===== config.mk =====
export PLATFORM = sky130hd
export DESIGN_NAME = mem_port_sched_flat
export DESIGN_NICKNAME = d
export VERILOG_FILES = /design/src/rtl/mem_port_sched_if.sv /design/src/rtl/mem_port_sched.sv /design/src/flat_wrapper.sv
export SDC_FILE = /design/constraint.sdc
export NUM_CORES = 1
export LEC_CHECK = 0
export CELL_PAD_IN_SITES_DETAIL_PLACEMENT = 1
export CELL_PAD_IN_SITES_GLOBAL_PLACEMENT = 1
export CORE_MARGIN = 2
export CORE_UTILIZATION = 28
export DETAILED_ROUTE_END_ITERATION = 8
export PLACE_DENSITY = 0.82
export SYNTH_ARGS = -nofsm -noshare
export SYNTH_HDL_FRONTEND = slang
export SYNTH_SLANG_ARGS = --single-unit

===== constraint.sdc =====
create_clock -name clk -period 3.32 [get_ports clk]
set_input_delay 0.83 -clock clk [delete_from_list [all_inputs] [get_ports clk]]
set_output_delay 0.83 -clock clk [all_outputs]
set_load 0.1 [all_outputs]

===== src/rtl/mem_port_sched_if.sv =====
// Bundle of IF/MEM pipeline requests, the unified memory port, and the
// pipeline-side results of mem_port_sched.
//   slave  : the scheduler's view. Pipeline requests and the memory response
//            are inputs; the port request, stall, instruction, load data and
//            stall counter are outputs.
//   master : the environment's view (pipeline + memory), directions mirrored.
interface mem_port_sched_if #(
    parameter int AW = 12,
    parameter int DW = 32
);
    logic          fetch_en;
    logic [AW-1:0] fetch_addr;
    logic          mem_valid;
    logic          mem_we;
    logic [AW-1:0] mem_addr;
    logic [DW-1:0] mem_wdata;
    logic          port_req;
    logic          port_we;
    logic [AW-1:0] port_addr;
    logic [DW-1:0] port_wdata;
    logic          port_ack;
    logic [DW-1:0] port_rdata;
    logic          pipe_stall;
    logic [DW-1:0] instr;
    logic          instr_valid;
    logic [DW-1:0] ld_data;
    logic [15:0]   stall_cnt;

    modport slave (
        input  fetch_en, fetch_addr, mem_valid, mem_we, mem_addr, mem_wdata,
        input  port_ack, port_rdata,
        output port_req, port_we, port_addr, port_wdata,
        output pipe_stall, instr, instr_valid, ld_data, stall_cnt
    );

    modport master (
        output fetch_en, fetch_addr, mem_valid, mem_we, mem_addr, mem_wdata,
        output port_ack, port_rdata,
        input  port_req, port_we, port_addr, port_wdata,
        input  pipe_stall, instr, instr_valid, ld_data, stall_cnt
    );
endinterface


===== src/rtl/mem_port_sched.sv =====
// Single-port memory scheduler shared by instruction fetch (IF) and data
// access (MEM). The data access wins the port because it belongs to the
// older instruction. Per pipeline step the block remembers which accesses
// have already completed, stalls the pipeline until every requested access
// is done, and holds returned instruction/load data until the step advances.
// Ports:
//   clk  - rising-edge clock
//   rst  - asynchronous active-high reset
//   bus  - mem_port_sched_if.slave: fetch/data requests, memory port
//          (req/we/addr/wdata out, ack/rdata in), pipe_stall, instr,
//          instr_valid, ld_data and the saturating stall_cnt.
module mem_port_sched #(
    parameter int            AW  = 12,
    parameter int            DW  = 32,
    parameter logic [DW-1:0] NOP = 32'h00000033
) (
    input logic             clk,
    input logic             rst,
    mem_port_sched_if.slave bus
);
    // Step progress as {data_done, fetch_done}; 2'b11 is never held because
    // the step advances in the same cycle the last access completes.
    localparam logic [1:0] STEP_START = 2'b00;
    localparam logic [1:0] DATA_DONE  = 2'b10;
    localparam logic [1:0] FETCH_DONE = 2'b01;

    logic [1:0]    state_q, state_d;
    logic [DW-1:0] instr_q;
    logic [DW-1:0] ld_q;
    logic [15:0]   stall_cnt_q;

    logic data_done, fetch_done;
    logic need_data, need_fetch;
    logic sel_data, sel_fetch;
    logic ack_data, ack_fetch;
    logic advance;

    function automatic logic [15:0] sat_inc(input logic [15:0] v);
        return (v == 16'hFFFF) ? v : v + 16'd1;
    endfunction

    assign data_done  = |(state_q & DATA_DONE);
    assign fetch_done = |(state_q & FETCH_DONE);

    assign need_data  = bus.mem_valid & ~data_done;
    assign need_fetch = bus.fetch_en & ~fetch_done;
    assign sel_data   = need_data;
    assign sel_fetch  = ~need_data & need_fetch;

    // An ack only counts for the access actually presented; an ack with no
    // request falls through both terms and is ignored.
    assign ack_data   = sel_data & bus.port_ack;
    assign ack_fetch  = sel_fetch & bus.port_ack;

    assign advance    = (~need_data | ack_data) & (~need_fetch | ack_fetch);

    assign bus.port_req   = sel_data | sel_fetch;
    assign bus.port_we    = sel_data & bus.mem_we;
    assign bus.port_addr  = sel_data ? bus.mem_addr : bus.fetch_addr;
    assign bus.port_wdata = bus.mem_wdata;

    assign bus.pipe_stall  = ~advance;
    assign bus.instr_valid = advance & bus.fetch_en;
    assign bus.stall_cnt   = stall_cnt_q;

    // Bypass so the pipeline sees returned data in the same cycle the step
    // completes, without waiting for the holding register.
    assign bus.instr   = ack_fetch ? bus.port_rdata : instr_q;
    assign bus.ld_data = (ack_data & ~bus.mem_we) ? bus.port_rdata : ld_q;

    // Advancing wins over marking an access done: the next step starts clean.
    always_comb begin
        state_d = state_q;
        if (ack_data)
            state_d = state_d | DATA_DONE;
        if (ack_fetch)
            state_d = state_d | FETCH_DONE;
        if (advance)
            state_d = STEP_START;
    end

    always_ff @(posedge clk or posedge rst) begin
        if (rst) begin
            state_q     <= STEP_START;
            instr_q     <= NOP;
            ld_q        <= '0;
            stall_cnt_q <= '0;
        end else begin
            state_q <= state_d;
            if (ack_fetch)
                instr_q <= bus.port_rdata;
            if (ack_data && !bus.mem_we)
                ld_q <= bus.port_rdata;
            if (!advance)
                stall_cnt_q <= sat_inc(stall_cnt_q);
        end
    end
endmodule


===== src/flat_wrapper.sv =====
// flat-port wrapper written by rule: the top's interface ports become plain ports
module mem_port_sched_flat 
#(
    parameter int            AW  = 12,
    parameter int            DW  = 32,
    parameter logic [DW-1:0] NOP = 32'h00000033
)
  (clk, rst, bus_fetch_en, bus_fetch_addr, bus_mem_valid, bus_mem_we, bus_mem_addr, bus_mem_wdata, bus_port_ack, bus_port_rdata, bus_port_req, bus_port_we, bus_port_addr, bus_port_wdata, bus_pipe_stall, bus_instr, bus_instr_valid, bus_ld_data, bus_stall_cnt);
  mem_port_sched_if #(.AW(AW), .DW(DW)) bus_i ();
  input logic clk;
  input logic rst;
  input wire logic [$bits(bus_i.fetch_en)-1:0] bus_fetch_en;
  input wire logic [$bits(bus_i.fetch_addr)-1:0] bus_fetch_addr;
  input wire logic [$bits(bus_i.mem_valid)-1:0] bus_mem_valid;
  input wire logic [$bits(bus_i.mem_we)-1:0] bus_mem_we;
  input wire logic [$bits(bus_i.mem_addr)-1:0] bus_mem_addr;
  input wire logic [$bits(bus_i.mem_wdata)-1:0] bus_mem_wdata;
  input wire logic [$bits(bus_i.port_ack)-1:0] bus_port_ack;
  input wire logic [$bits(bus_i.port_rdata)-1:0] bus_port_rdata;
  output wire logic [$bits(bus_i.port_req)-1:0] bus_port_req;
  output wire logic [$bits(bus_i.port_we)-1:0] bus_port_we;
  output wire logic [$bits(bus_i.port_addr)-1:0] bus_port_addr;
  output wire logic [$bits(bus_i.port_wdata)-1:0] bus_port_wdata;
  output wire logic [$bits(bus_i.pipe_stall)-1:0] bus_pipe_stall;
  output wire logic [$bits(bus_i.instr)-1:0] bus_instr;
  output wire logic [$bits(bus_i.instr_valid)-1:0] bus_instr_valid;
  output wire logic [$bits(bus_i.ld_data)-1:0] bus_ld_data;
  output wire logic [$bits(bus_i.stall_cnt)-1:0] bus_stall_cnt;
  assign bus_i.fetch_en = bus_fetch_en;
  assign bus_i.fetch_addr = bus_fetch_addr;
  assign bus_i.mem_valid = bus_mem_valid;
  assign bus_i.mem_we = bus_mem_we;
  assign bus_i.mem_addr = bus_mem_addr;
  assign bus_i.mem_wdata = bus_mem_wdata;
  assign bus_i.port_ack = bus_port_ack;
  assign bus_i.port_rdata = bus_port_rdata;
  assign bus_port_req = bus_i.port_req;
  assign bus_port_we = bus_i.port_we;
  assign bus_port_addr = bus_i.port_addr;
  assign bus_port_wdata = bus_i.port_wdata;
  assign bus_pipe_stall = bus_i.pipe_stall;
  assign bus_instr = bus_i.instr;
  assign bus_instr_valid = bus_i.instr_valid;
  assign bus_ld_data = bus_i.ld_data;
  assign bus_stall_cnt = bus_i.stall_cnt;
  mem_port_sched #(.AW(AW), .DW(DW), .NOP(NOP)) u_core (.clk(clk), .rst(rst), .bus(bus_i));
endmodule

=== Word-level counts from Yosys, hierarchy flattened ===
Index checks and enable logic that the tools add are counted.
W data, S select, Z words.

* Register bits: 82
* Bits of input ports: 94
* Logic and storage cells: 36

* Add/sub/neg operators: 1
* Eq/ne operators: 1
* Mux-type cells: 6
* Bitwise operators: 19
* Reductions and logical operators: 4

{| class="wikitable"
|+ Operators with widths
! cell !! count
|-
| $mux W32 || 2
|-
| $add A16 B1 Y16 const B || 1
|-
| $eq A16 B16 Y1 const B || 1
|-
| $mux W12 || 1
|-
| $and A1 B1 Y1 || 9
|-
| $not A1 Y1 || 7
|-
| $mux W2 || 2
|-
| $or A1 B1 Y1 || 3
|-
| $reduce_and A2 Y1 || 1
|-
| $reduce_bool A2 Y1 || 1
|-
| $logic_and A1 B1 Y1 || 1
|-
| $logic_not A1 Y1 || 1
|-
| $mux W1 || 1
|}

=== Logic depth before layout (Yosys ltp) ===
* Word-level depth: 9
* Mapped depth: 8
* Mapped depth without buffers: 6

=== Least setup slack after synthesis ===
OpenSTA, ideal clock, no wires.

* Kind: input to output
* Start point: input bus_mem_valid
* End point: output bus_instr[1]
* Data arrival time: 2.251 ns
* Setup slack: 0.239 ns
* Stages: 4
* Buffers on the path: 1
* Cells stage by stage: and2b_1 > nor3_2 > buf_2 > mux2_1

* Longest elaborated chain between the ends: 5

{| class="wikitable"
|+ RTL lines
! what !! RTL line !! source
|-
| start, declared || flat_wrapper.sv:14 || <nowiki>input wire logic [$bits(bus_i.mem_valid)-1:0] bus_mem_valid;</nowiki>
|-
| $and A1 B1 Y1 || mem_port_sched.sv:45 || <nowiki>assign need_data = bus.mem_valid & ~data_done;</nowiki>
|-
| $not A1 Y1 || mem_port_sched.sv:48 || <nowiki>assign sel_fetch = ~need_data & need_fetch;</nowiki>
|-
| $and A1 B1 Y1 || mem_port_sched.sv:48 ||
|-
| $and A1 B1 Y1 || mem_port_sched.sv:53 || <nowiki>assign ack_fetch = sel_fetch & bus.port_ack;</nowiki>
|-
| $mux W32 || - ||
|-
| end, declared || flat_wrapper.sv:25 || <nowiki>output wire logic [$bits(bus_i.instr)-1:0] bus_instr;</nowiki>
|}

No other way between the ends.

=== Final worst setup path ===
* Start point: input bus_fetch_en
* End point: output bus_instr[9]

* Longest elaborated chain between the ends: 4

{| class="wikitable"
|+ RTL lines
! what !! RTL line !! source
|-
| start, declared || flat_wrapper.sv:12 || <nowiki>input wire logic [$bits(bus_i.fetch_en)-1:0] bus_fetch_en;</nowiki>
|-
| $and A1 B1 Y1 || mem_port_sched.sv:46 || <nowiki>assign need_fetch = bus.fetch_en & ~fetch_done;</nowiki>
|-
| $and A1 B1 Y1 || mem_port_sched.sv:48 ||
|-
| $and A1 B1 Y1 || mem_port_sched.sv:53 ||
|-
| $mux W32 || - ||
|}

No other way between the ends.

==> impl_metrics.yaml <==
outcome:
  outcome: "completed"
timing:
  slew_headroom_pct: 57.09
  min_period_over_period_pct: 98.34
  hold_violations: 0
  min_period_ns: 3.265
  setup_viol: 0
  setup_tns_ns: 0
  tightest_slew_ns: 0.6435
  max_freq_mhz: 306.3
  clock_skew_ns: 0.01059
  finalMaxSlewViolations: 0
worst_setup_path:
  crit_buf_inv: 4
  critPathMaxFanout: 6
  cp.depth: 7
  worstPathRequired_ns: 2.49
  critPathMaxStageDelay_ns: 0.49
  worstSetupStartpointType: "primary input"
  path_class: "primary input to primary output"
  cp_data_arrival_time_ns: 2.43
  crit_path_cell_trace: "clkdlybuf4s50_1 > nand2b_1 > nor3_4 > buf_6 > clkbuf_16 > mux2_4 > buf_12"
  r2r_cells: 5
  crit_path_end_kind: "primary output"
  critPathTopFamily: "buffers and inverters"
  cpMaxStageDelayCell: "clkdlybuf4s50_1"
layout:
  final_common_cell: "buf_12"
  drive_above_1_share_pct: 52.39
  diodes: 0
  final_cell_mix: "buf_12 (83), dfrtp_1 (78), clkdlybuf4s50_1 (59), mux2_2 (44), mux2_4 (33)"
  nNetsFinal: 508
  syn2layout_area_growth_pct: 79.75
  final_cells: 590
global_routing:
  grt_max_degree: 34
  use_met2_pct: 30.35
  grt_pass1_wl_um: 18260
  grtUsageTotal_pct: 16.78
  antenna_found_initial: 0
  grt_use_met3_pct: 5.743
  grt_pass1_vias: 3094
  met1_usage_pct: 18.35
  grt_overflow: 0
  gr-max-usage-layer: "met2"
routing:
  routedWlPerCell_um: 20.49
  drtPass1Iterations: 3
  drc: 0
  drtIter0Drc: 77
  postRouteAntennaNets: 0
  viasPerCell: 4.473
  vias: 2639
  routed_wl_um: 12090
die:
  die_area_mm2: 0.01397
  floorplan.initialDensity_pct: 28.82
  num_rows: 41
  core_mm2: 0.01267
  fp.dieH_um: 118.2
  ioPinCount: 222
  die_w_um: 118.2
pwr:
  leakage_nw: 2.919
  p_total_w: 0.005603
  p_per_area_mw_per_mm2: 853.4
  vdd_ir_drop_max_mv: 0.5904
synth:
  synth_ff_type: "dfrtp_1"
  syn_area_mm2: 0.003652
  ys_ff_latch: 82
  syn_area_per_cell_um2: 13.58
  synth-edff-count: 0
  synth_area_leaders: "dfrtp_1 (53%), mux2_2 (23%), buf_4 (6.6%)"
  yosysSeqAreaShare_pct: 56.32
  yosysTopAreaCell: "dfrtp_1"
  postSynthCellCount: 269
  async_flop_share_pct: 100.0
  yosysUniqueCellTypes: 29
  synth_top_area_share_pct: 53.44
  syn_nets: 364
  yosys_warnings: 0
clocking:
  cts.sinks: 82
  cts_hold_buf: 0
  cts.htree.levels: 3
  clockBufferDepth: 2
  root_buffer: "clkbuf_16"
  cts_tree: "yes"
  clkTransAtPathRegs_ns: 0.06
  insertion_delay_ns: 0.34
  cts_inserted_buffers: 9
placed_design:
  place_congestion: 0.7718
  port_buffers: 157
  place_inst: 567
  hpwl_um: 8346
flow_run:
  max_cap_violations: 0
min_path:
  hold_path.class: "flip-flop to flip-flop"
  hold_depth: 1
worst paths after layout:
| check | start | slack [ns] | to |
|---|---|---|---|
| setup / recovery | bus_fetch_en | 0.06 | bus_instr[9] |
| hold / removal | u_core.bus.stall_cnt[15]$_DFFE_PP0P_ | 0.50 | u_core.bus.stall_cnt[15]$_DFFE_PP0P_ |
| setup reg to reg | u_core.bus.stall_cnt[0]$_DFFE_PP0P_ | 1.03 | u_core.bus.stall_cnt[1]$_DFFE_PP0P_ |
| hold reg to reg | u_core.bus.stall_cnt[15]$_DFFE_PP0P_ | 0.50 | u_core.bus.stall_cnt[15]$_DFFE_PP0P_ |
| max in group asynchronous | rst | 1.79 | u_core.instr_q[1]$_DFF_PP1_ |
| min in group asynchronous | rst | 0.88 | u_core.ld_q[3]$_DFFE_PP0P_ |
timing repair:
item | CTS | global route
pin swaps | 1 | 2
buffers inserted | 3 | 0
resized for setup | 9 | 36
endpoints found under the hold margin | 0 | 0
cloned | 1 | 3
endpoints found under the setup margin | 64 | 63
flip-flops by register name (all words and copies together) (netlist names):
name                  flops
u_core.bus.stall_cnt     16
u_core.instr_q           32
u_core.ld_q              32
u_core.state_q            2
kinds of logic (layout without fill, tap and decap cells):
logic type	after synthesis	after routing	share of synthesized area, %
adder cells (fa/ha/maj)	2	2	0.6508
AO/OA/AOI/OAI	1	1	0.2399
flip-flops	82	82	56.32
multiplexers	78	78	24.05
buffers and inverters	46	195	8.667
AND/OR/NAND/NOR	47	47	6.954
XOR/XNOR	13	13	3.118
power breakdown:
group	total [W]	leakage, nW	switching (W)	internal, W
registers	0.00133	0.988	0.000108	0.00122
logic	0.00334	1.81	0.00221	0.00113
clock network	0.000930	0.122	0.000418	0.000511
layer usage:
| layer | vias up | wire, µm |
|---|---|---|
| met5 | - | 0 |
| met4 | 0 | 155 |
| met3 | 18 | 846 |
| met2 | 127 | 6604 |
| met1 | 1322 | 4486 |
| li1 | 1172 | - |
synth_stat cells (2+ instances only):
master	instances
dfrtp_1	78
buf_6	2
or3_1	2
mux2_2	73
buf_2	6
nand3_1	4
mux2_1	5
nor3_1	2
xnor2_1	3
nor3_2	4
nor2_1	12
xor2_1	10
nand4_1	2
buf_4	32
nand2_1	11
and3_1	2
and2_1	2
inv_1	4
nor4_1	2
dfstp_2	4
area by class of cell:
type                       instances  area [µm²]
clock inverter                     5       40.04
multi-input combinational        141        1416
tap                              172       215.2
fill                            1249        6106
sequential                        82        2057
timing repair buffer             174        2582
inverter                           5       21.27
clock buffer                      11       232.7
per-stage QoR:
step / worst slack [ns] / cell area [µm²] / hold WS, ns / util, %
2_1_floorplan: 0.2393 / 3652 / 0.4670 / -
4_1_cts: -0.01748 / 6360 / 0.5058 / 50.19
3_5_place_dp: -0.1479 / 6030 / 0.4976 / 47.59
6_report: 0.05520 / 6565 / 0.5050 / 51.81
3_3_place_gp: -0.07637 / 6030 / 0.4824 / 47.59
5_1_grt: -0.0009863 / 6565 / 0.5262 / 51.81
worst register-to-register path, cell delays in order (launching register included):
cell,delay (ns)
dfrtp_1,0.40
ha_1,0.20
nand3_1,0.15
or3_1,0.46
o21ai_2,0.56
mux2_2,0.41
No activity file was read; power rests on OpenSTA's default activity.
